**config.mk**
```make
export PLATFORM = sky130hd
export DESIGN_NAME = bound_flasher_ctrl
export DESIGN_NICKNAME = d
export VERILOG_FILES = /design/src/rtl/bound_flasher_pkg.sv /design/src/rtl/bf_thermo_decode.sv /design/src/rtl/bound_flasher_ctrl.sv
export SDC_FILE = /design/constraint.sdc
export NUM_CORES = 1
export LEC_CHECK = 0
export ABC_AREA = 1
export BUFFER_PORTS_ARGS = -buffer_cell sky130_fd_sc_hd__buf_2
export CORE_MARGIN = 2
export CORE_UTILIZATION = 55
export DETAILED_ROUTE_END_ITERATION = 7
export PLACE_DENSITY = 0.76
export SLEW_MARGIN = 0
export SYNTH_ARGS = -nofsm -noshare
export SYNTH_HDL_FRONTEND = slang
export SYNTH_SLANG_ARGS = --single-unit
```
**constraint.sdc**
```tcl
create_clock -name clk -period 5.74 [get_ports clk]
set_clock_uncertainty 0.15 [all_clocks]
set_input_delay 0.861 -clock clk [delete_from_list [all_inputs] [get_ports clk]]
set_output_delay 0.861 -clock clk [all_outputs]
set_load 0.005 [all_outputs]
```
**src/rtl/bound_flasher_pkg.sv**
```systemverilog
// Shared types and constants for the sixteen-lamp bound flasher.
package bound_flasher_pkg;

   localparam int LED_W = 16;
   localparam int CNT_W = 5;

   // Lamp bounds the show bounces between.
   localparam logic [CNT_W-1:0] B_LO  = 5'd0;
   localparam logic [CNT_W-1:0] B_MID = 5'd5;
   localparam logic [CNT_W-1:0] B_HI  = 5'd10;
   localparam logic [CNT_W-1:0] B_MAX = 5'd15;

   // Lit-lamp counts: kickback points (lamp[5] / lamp[10] lit) and all lamps lit.
   localparam logic [CNT_W-1:0] KICK_LO = B_MID + 5'd1;
   localparam logic [CNT_W-1:0] KICK_HI = B_HI + 5'd1;
   localparam logic [CNT_W-1:0] N_FULL  = B_MAX + 5'd1;

   typedef enum logic [2:0] {
      ST_IDLE    = 3'd0,
      ST_ON_5    = 3'd1,
      ST_OFF_0   = 3'd2,
      ST_ON_10   = 3'd3,
      ST_OFF_5   = 3'd4,
      ST_ON_15   = 3'd5,
      ST_OFF_ALL = 3'd6
   } state_t;

endpackage

```
**src/rtl/bf_thermo_decode.sv**
```systemverilog
// Maps a lit-lamp count (0..16) to a thermometer code: lamps 0..n-1 on.
module bf_thermo_decode
   import bound_flasher_pkg::*;
(
   input  logic [CNT_W-1:0] i_n,
   output logic [LED_W-1:0] o_led
);

   // Lamp gi is lit whenever more than gi lamps are counted.
   generate
      for (genvar gi = 0; gi < LED_W; gi++) begin : g_lamp
         assign o_led[gi] = (i_n > CNT_W'(gi));
      end
   endgenerate

endmodule

```
**src/rtl/bound_flasher_ctrl.sv**
```systemverilog
// Bound flasher controller: FSM plus up/down lamp counter driving a
// registered thermometer-coded LED bank.
module bound_flasher_ctrl
   import bound_flasher_pkg::*;
(
   input  logic             flick,
   input  logic             clk,
   input  logic             rst,
   output logic [LED_W-1:0] led
);

   state_t             r_state;
   state_t             w_state_next;
   logic [CNT_W-1:0]   r_n;
   logic [CNT_W-1:0]   w_n_next;
   logic [CNT_W-1:0]   w_n_inc;
   logic [CNT_W-1:0]   w_n_dec;
   logic [LED_W-1:0]   r_led;
   logic [LED_W-1:0]   w_led_next;
   logic               w_kick_pt;

   assign w_n_inc   = r_n + 5'd1;
   assign w_n_dec   = r_n - 5'd1;
   assign w_kick_pt = (r_n == KICK_LO) || (r_n == KICK_HI);

   // Next-state and next-count selection; led follows the next count so it
   // changes on the same edge as the count.
   always_comb begin
      w_state_next = r_state;
      w_n_next     = r_n;
      case (r_state)
         ST_IDLE: begin
            w_n_next = B_LO;
            if (flick) begin
               w_n_next     = 5'd1;
               w_state_next = ST_ON_5;
            end
         end
         ST_ON_5: begin
            w_n_next = w_n_inc;
            if (w_n_inc == KICK_LO) w_state_next = ST_OFF_0;
         end
         ST_OFF_0: begin
            w_n_next = w_n_dec;
            if (w_n_dec == B_LO) w_state_next = ST_ON_10;
         end
         ST_ON_10: begin
            // The lamp[10] peak is held in ON_10 so the flick seen while it is
            // displayed can still choose between the two descents.
            if (r_n == KICK_HI) begin
               w_n_next     = w_n_dec;
               w_state_next = flick ? ST_OFF_0 : ST_OFF_5;
            end else if (flick && (r_n == KICK_LO)) begin
               w_n_next     = w_n_dec;
               w_state_next = ST_OFF_0;
            end else begin
               w_n_next = w_n_inc;
            end
         end
         ST_OFF_5: begin
            w_n_next = w_n_dec;
            if (w_n_dec == B_MID) w_state_next = ST_ON_15;
         end
         ST_ON_15: begin
            if (flick && w_kick_pt) begin
               // Kicking back from lamp[5] lands straight on the lower bound,
               // so the ramp restarts without passing through OFF_5.
               w_n_next     = w_n_dec;
               w_state_next = (w_n_dec == B_MID) ? ST_ON_15 : ST_OFF_5;
            end else begin
               w_n_next = w_n_inc;
               if (w_n_inc == N_FULL) w_state_next = ST_OFF_ALL;
            end
         end
         ST_OFF_ALL: begin
            w_n_next = w_n_dec;
            if (w_n_dec == B_LO) w_state_next = ST_IDLE;
         end
         default: begin
            w_n_next     = B_LO;
            w_state_next = ST_IDLE;
         end
      endcase
   end

   bf_thermo_decode u_thermo (
      .i_n   (w_n_next),
      .o_led (w_led_next)
   );

   // State, count and lamp registers with synchronous active-low reset.
   always_ff @(posedge clk) begin
      if (!rst) begin
         r_state <= ST_IDLE;
         r_n     <= B_LO;
         r_led   <= '0;
      end else begin
         r_state <= w_state_next;
         r_n     <= w_n_next;
         r_led   <= w_led_next;
      end
   end

   assign led = r_led;

endmodule

```
After elaboration in Yosys (flattened, before gate mapping)
Cells that the tools add are included.
{ "totals": {"wordCells": 63, "output_inout_bits": 16, "mem_bits_rw": 0, "memories": 0, "latch_bits": 0, "input_bits": 3, "rom_bits": 0, "ff_bits": 24} }
{ "op_classes": {"div": 0, "n_mul": 0, "magnitude_cmp": 16, "n_addsub": 2, "muxes": 17, "n_eq_ne": 18, "bitwise": 0, "n_shift": 0, "reduce_logical": 7} }
{ "ops": {"columns": ["cell", "n"], "rows": [
  ["5-bit by 4-bit greater-than comparator with 1-bit output, second input constant", 8],
  ["3-bit two-way mux", 10],
  ["5-bit case mux with 5 select lines", 1],
  ["3-bit case mux with 7 select lines", 1],
  ["5-bit by 3-bit greater-than comparator with 1-bit output, second input constant", 4],
  ["5-bit by 3-bit == test with 1-bit output, second input constant", 3],
  ["5-bit two-way mux", 3],
  ["5-bit by 1-bit greater-than comparator with 1-bit output, second input constant", 2],
  ["5-bit by 2-bit greater-than comparator with 1-bit output, second input constant", 2],
  ["2-bit inequality test, second input constant", 5],
  ["3-bit == test, second input constant", 3],
  ["7-bit AND reduction", 1],
  ["3-bit by 2-bit == test with 1-bit output, second input constant", 2],
  ["3-bit inequality test, second input constant", 2],
  ["5-bit by 1-bit adder with 5-bit output, second input constant", 1],
  ["5-bit by 4-bit == test with 1-bit output, second input constant", 1],
  ["5-bit == test, second input constant", 1],
  ["5-bit zero test", 1],
  ["5-bit by 1-bit subtractor with 5-bit output, second input constant", 1],
  ["3-bit by 1-bit == test with 1-bit output, second input constant", 1],
  ["3-bit zero test", 1],
  ["3-bit OR reduction", 1],
  ["1-bit logical AND", 2],
  ["1-bit two-way mux", 2],
  ["1-bit logical OR", 1]
]} }

Logic depth before layout (Yosys ltp)
{ "depth": {"word_depth": 6, "mapped_depth": 14, "ltp_nobuf": 14} }

Cells and area by module
A second synthesis with hierarchy kept.
{ "hier_totals": {"cells_unflattened": 216, "area_unflattened_um2": 1376.3} }
{ "by_module_without_submodules": {"columns": ["module", "cells_per_inst", "area_each_um2", "seq_area_each_um2", "n_inst"], "rows": [
  ["bound_flasher_ctrl", 187, 1242.4, 480.5, 1],
  ["bf_thermo_decode", 29, 133.9, 0.0, 1]
]} }

Worst setup path after synthesis
OpenSTA, ideal clock, no wires.
{ "synth_path": {"path_kind": "input to register", "from": "in flick", "to": "reg r_led[1], in the netlist led[1]", "n_path_buf": 0, "required_ns": 5.463, "setup_time_ns": 0.127, "slack_ns": 3.759, "arrival_ns": 1.704, "stages": 9, "cell_sequence": "nand3_2 -> nand3_2 -> nand3_4 -> nand2_2 -> nand2_4 -> nor2_4 -> nand2_2 -> nand2_4 -> o21ai_2"} }
{ "synth_via": {"elab_chain_len": 5, "word_cells_on_any_way": 8, "cone_classes": "1 x order compare; 5 x mux; 2 x reduce/logical"} }
{ "synth_lines": {"columns": ["element", "line_no", "source"], "rows": [
  ["start, declared", "bound_flasher_ctrl.sv:6", "input logic flick,"],
  ["1-bit logical AND", "bound_flasher_ctrl.sv:53", "end else if (flick && (r_n == KICK_LO)) begin"],
  ["5-bit two-way mux", "bound_flasher_ctrl.sv:53", null],
  ["5-bit two-way mux", "bound_flasher_ctrl.sv:50", "if (r_n == KICK_HI) begin"],
  ["5-bit case mux with 5 select lines *", "bound_flasher_ctrl.sv:31", "case (r_state)"],
  ["5-bit by 1-bit greater-than comparator with 1-bit output *", "bf_thermo_decode.sv:12", "assign o_led[gi] = (i_n > CNT_W'(gi));"],
  ["end signal, assigned", "bound_flasher_ctrl.sv:100", "r_led <= w_led_next;"],
  ["end, declared", "bound_flasher_ctrl.sv:18", "logic [LED_W-1:0] r_led;"]
]} }
Mark *: on every way between the ends. The rest lies on a longest branch, timed or not.
A chain may end at the register's enable or synchronous reset.

Final worst setup path
{ "layout_path": {"from": "reg r_n[0]", "to": "reg r_led[1], in the netlist led[1]"} }
{ "layout_via": {"elab_chain_len": 6, "word_cells_on_any_way": 12, "cone_classes": "2 x add/sub; 1 x order compare; 2 x eq/ne; 4 x mux; 3 x reduce/logical"} }
{ "layout_lines": {"columns": ["element", "line_no", "source"], "rows": [
  ["start, declared", "bound_flasher_ctrl.sv:14", "logic [CNT_W-1:0] r_n;"],
  ["start signal, assigned", "bound_flasher_ctrl.sv:99", "r_n <= w_n_next;"],
  ["branches (longest 4 deep; another with 5-bit by 1-bit adder with 5-bit output)", null, null],
  ["5-bit case mux with 5 select lines *", "bound_flasher_ctrl.sv:31", null],
  ["5-bit by 1-bit greater-than comparator with 1-bit output *", "bf_thermo_decode.sv:12", null]
]} }
Every way passes the cells marked *.

==> run metrics <==
CTS buffer count=3; initial antenna violation count=0; P_leak=0.851 nW; final worst-path cycle share=0.380; Flop pwr share=0.320; DRC viols=0; peak supply drop=0.329 mV; Resize count post-CTS=0; largest cells by area after synthesis=dfxtp_1 (33%), nand2_1 (11%), inv_1 (6.6%), nor2_1 (5.9%), nand3_1 (4.8%); CP Class=reg -> reg; Comb pwr share=0.577; Worst setup SP type=flip-flop; DRT iter0 DRCs=43; core area=0.00250 mm2; I/O pin total=19; # diodes=0; Die Area=0.00310 mm2; RSZ-0062 raised after global routing=false; Final WS setup=3.56 ns; Worst path most repeated cell=nand2_1; gp weighted congestion=0.807; Post-synth ARST share=0; Synth Instances=201; nets=230; Slew Limit Fails=0; HP Class=reg -> reg; sw frac=0.476; Pint=0.000433 W; clock sink total=24; clock tree buffer depth=2; dpl cells=247; Post-Syn Nets=209; Hold Path Depth=2; number of global-route vias before repair=1173; grt ovf=0; DR pass1 iterations=4; CP max-delay cell=dfxtp_1; fin cells=251; min Tclk post-route=2.18 ns; Fmax=0.458 GHz; Synth top area share=0.327; final hold vios=0; sequential fraction of the synthesis area=0.327; crit-path max cell delay=0.49 ns; Die X-Extent=55.7 um; Layout area overhead=10.1%; top_reg_cell synth=dfxtp_1; worst skew pair latency=0.31 ns; CTS tree=yes; slew at the pin with the worst max-slew slack=0.487 ns; largest net degree at the start of global routing=14; Worst Setup End Kind=flip-flop; Post-CTS Repair Setup Buffers=0; GRT Total Usage=0.191; IO buf count=18; first-pass GRT wire length=4900 um; Crit path required time=5.79 ns; Clock Tree Root=clkbuf_4; biggest area consumer among synthesized cells=dfxtp_1; PD cells=512 mW/mm2; CP cell instances=inv_1 > ha_1 > nand2_1 > inv_1 > nand3_2 > nand2_1 > nand2_1 > nand3_2 > nand2_2 > nand2_4 > nor2_4 > nand2_2 > nand2_4 > o21ai_2; # hold bufs at CTS=0; most frequent cell after synthesis=nand2_1; final wirelength=2940 um; Post-synth EDFFs=0; clock network power share=0.103; drt wl/cell=11.7 um; vias per cell=5.11; post-layout util=0.647; worst reg2reg path depth=14; max cap viols=0; count of different cell masters after synthesis=31; commonest cells in the synthesized netlist=nand2_1 (45), inv_1 (26), dfxtp_1 (24), nor2_1 (23), nand3_1 (14); synth warn=0; CP max FO=7; Die Height=55.7 um; vias=1282; standard-cell row count=18; H-Tree Depth=1; clk slew on worst S/H paths=0.12 ns; TNS Setup=0 ns; Detail Placement HPWL=2400 um; Post-Synthesis Cell Area=0.00147 mm2; Slew headroom=0.675; Critical Path AT=2.24 ns; pre-CTS setup slack=3.49 ns; switching pwr=0.000394 W; status=finished clean; layout cells sized above 1=0.262; synthesized flop and latch total=24; Initial Utilization=0.588; ANT nets after route=0; Setup violations, final=0; Avg Cell Area, Syn=7.31 um2
-- stage by stage --
stage	hold slack, ns	total power [W]	cell area [um2]
after floorplan	0.383	0.000636	1470
after global placement	0.416	0.000733	1580
after detailed placement	0.420	0.000746	1580
after CTS	0.439	0.000831	1620
after global routing	0.479	0.000904	1620
final	0.434	0.000828	1620
-- critical path: cells and delay by family, from the launching register on --
kind,cells,cell delay [ns]
adder cells (fa/ha/maj),1,0.23
flip-flops,1,0.49
buffers and inverters,2,0.19
AO/OA/AOI/OAI,1,0.05
AND/OR/NAND/NOR,10,0.96
-- per-layer routing --
layer	part of all wire	wire length, um	vias up	global-route usage
met5	0	0	-	0
met4	0.0082	24	0	0.0279
met2	0.48	1410	42	0.330
met1	0.46	1350	565	0.247
li1	-	-	671	-
met3	0.055	162	4	0.0419
-- worst paths after layout --
kind              slack (ns)  startpoint    endpoint
setup / recovery        3.56      r_n[0]      led[1]
hold / removal          0.43  r_state[2]  r_state[2]
hold reg to reg         0.43  r_state[2]  r_state[2]
setup reg to reg        3.56      r_n[0]      led[1]
-- registers in the layout, indices dropped and copies added, names as in the netlist --
| name | cells |
|---|---|
| led | 16 |
| r_n | 5 |
| r_state | 3 |
-- final cells by class --
cell class              instances  area [um2]
flip-flops and latches         24         480
clock buffers                   4        36.3
repair buffers                 18        90.1
fillers                       228         882
multi-input cells             144         857
well taps                      30        37.5
inverters                      31         116
-- power by group through the flow --
| stage | logic, W | clock network (W) | registers [W] |
|---|---|---|---|
| floorplan | 0.000372 | 0 | 0.000264 |
| global placement | 0.000467 | 0 | 0.000266 |
| detailed placement | 0.000477 | 0 | 0.000269 |
| CTS | 0.000479 | 0.0000872 | 0.000265 |
| global route | 0.000539 | 0.0000946 | 0.000270 |
| finish | 0.000478 | 0.0000853 | 0.000265 |
-- cells by family (layout without fill, tap and decap cells) --
family	after synthesis	after routing	synth area share
DFF	24	24	0.327
buffers and inverters	33	53	0.0894
adders and majority gates	5	5	0.0426
AOI/OAI and AO/OA	18	18	0.0852
xor gates and xnor gates	3	3	0.0179
and+or+nand+nor	118	118	0.438
-- cells in the final DEF (no fill, tap or decap), types with 2 or more instances in the layout --
| master | count |
|---|---|
| a21oi_1 | 3 |
| buf_2 | 18 |
| clkbuf_4 | 3 |
| dfxtp_1 | 24 |
| ha_1 | 5 |
| inv_1 | 26 |
| inv_2 | 4 |
| nand2_1 | 45 |
| nand2_2 | 9 |
| nand2_4 | 3 |
| nand3_1 | 14 |
| nand3_2 | 4 |
| nand3_4 | 3 |
| nand4_1 | 5 |
| nor2_1 | 23 |
| nor2_2 | 3 |
| nor2_4 | 6 |
| nor3_1 | 2 |
| o21ai_0 | 6 |
| o21ai_2 | 2 |
| xor2_1 | 2 |
No activity file was read; power rests on OpenSTA's default activity.
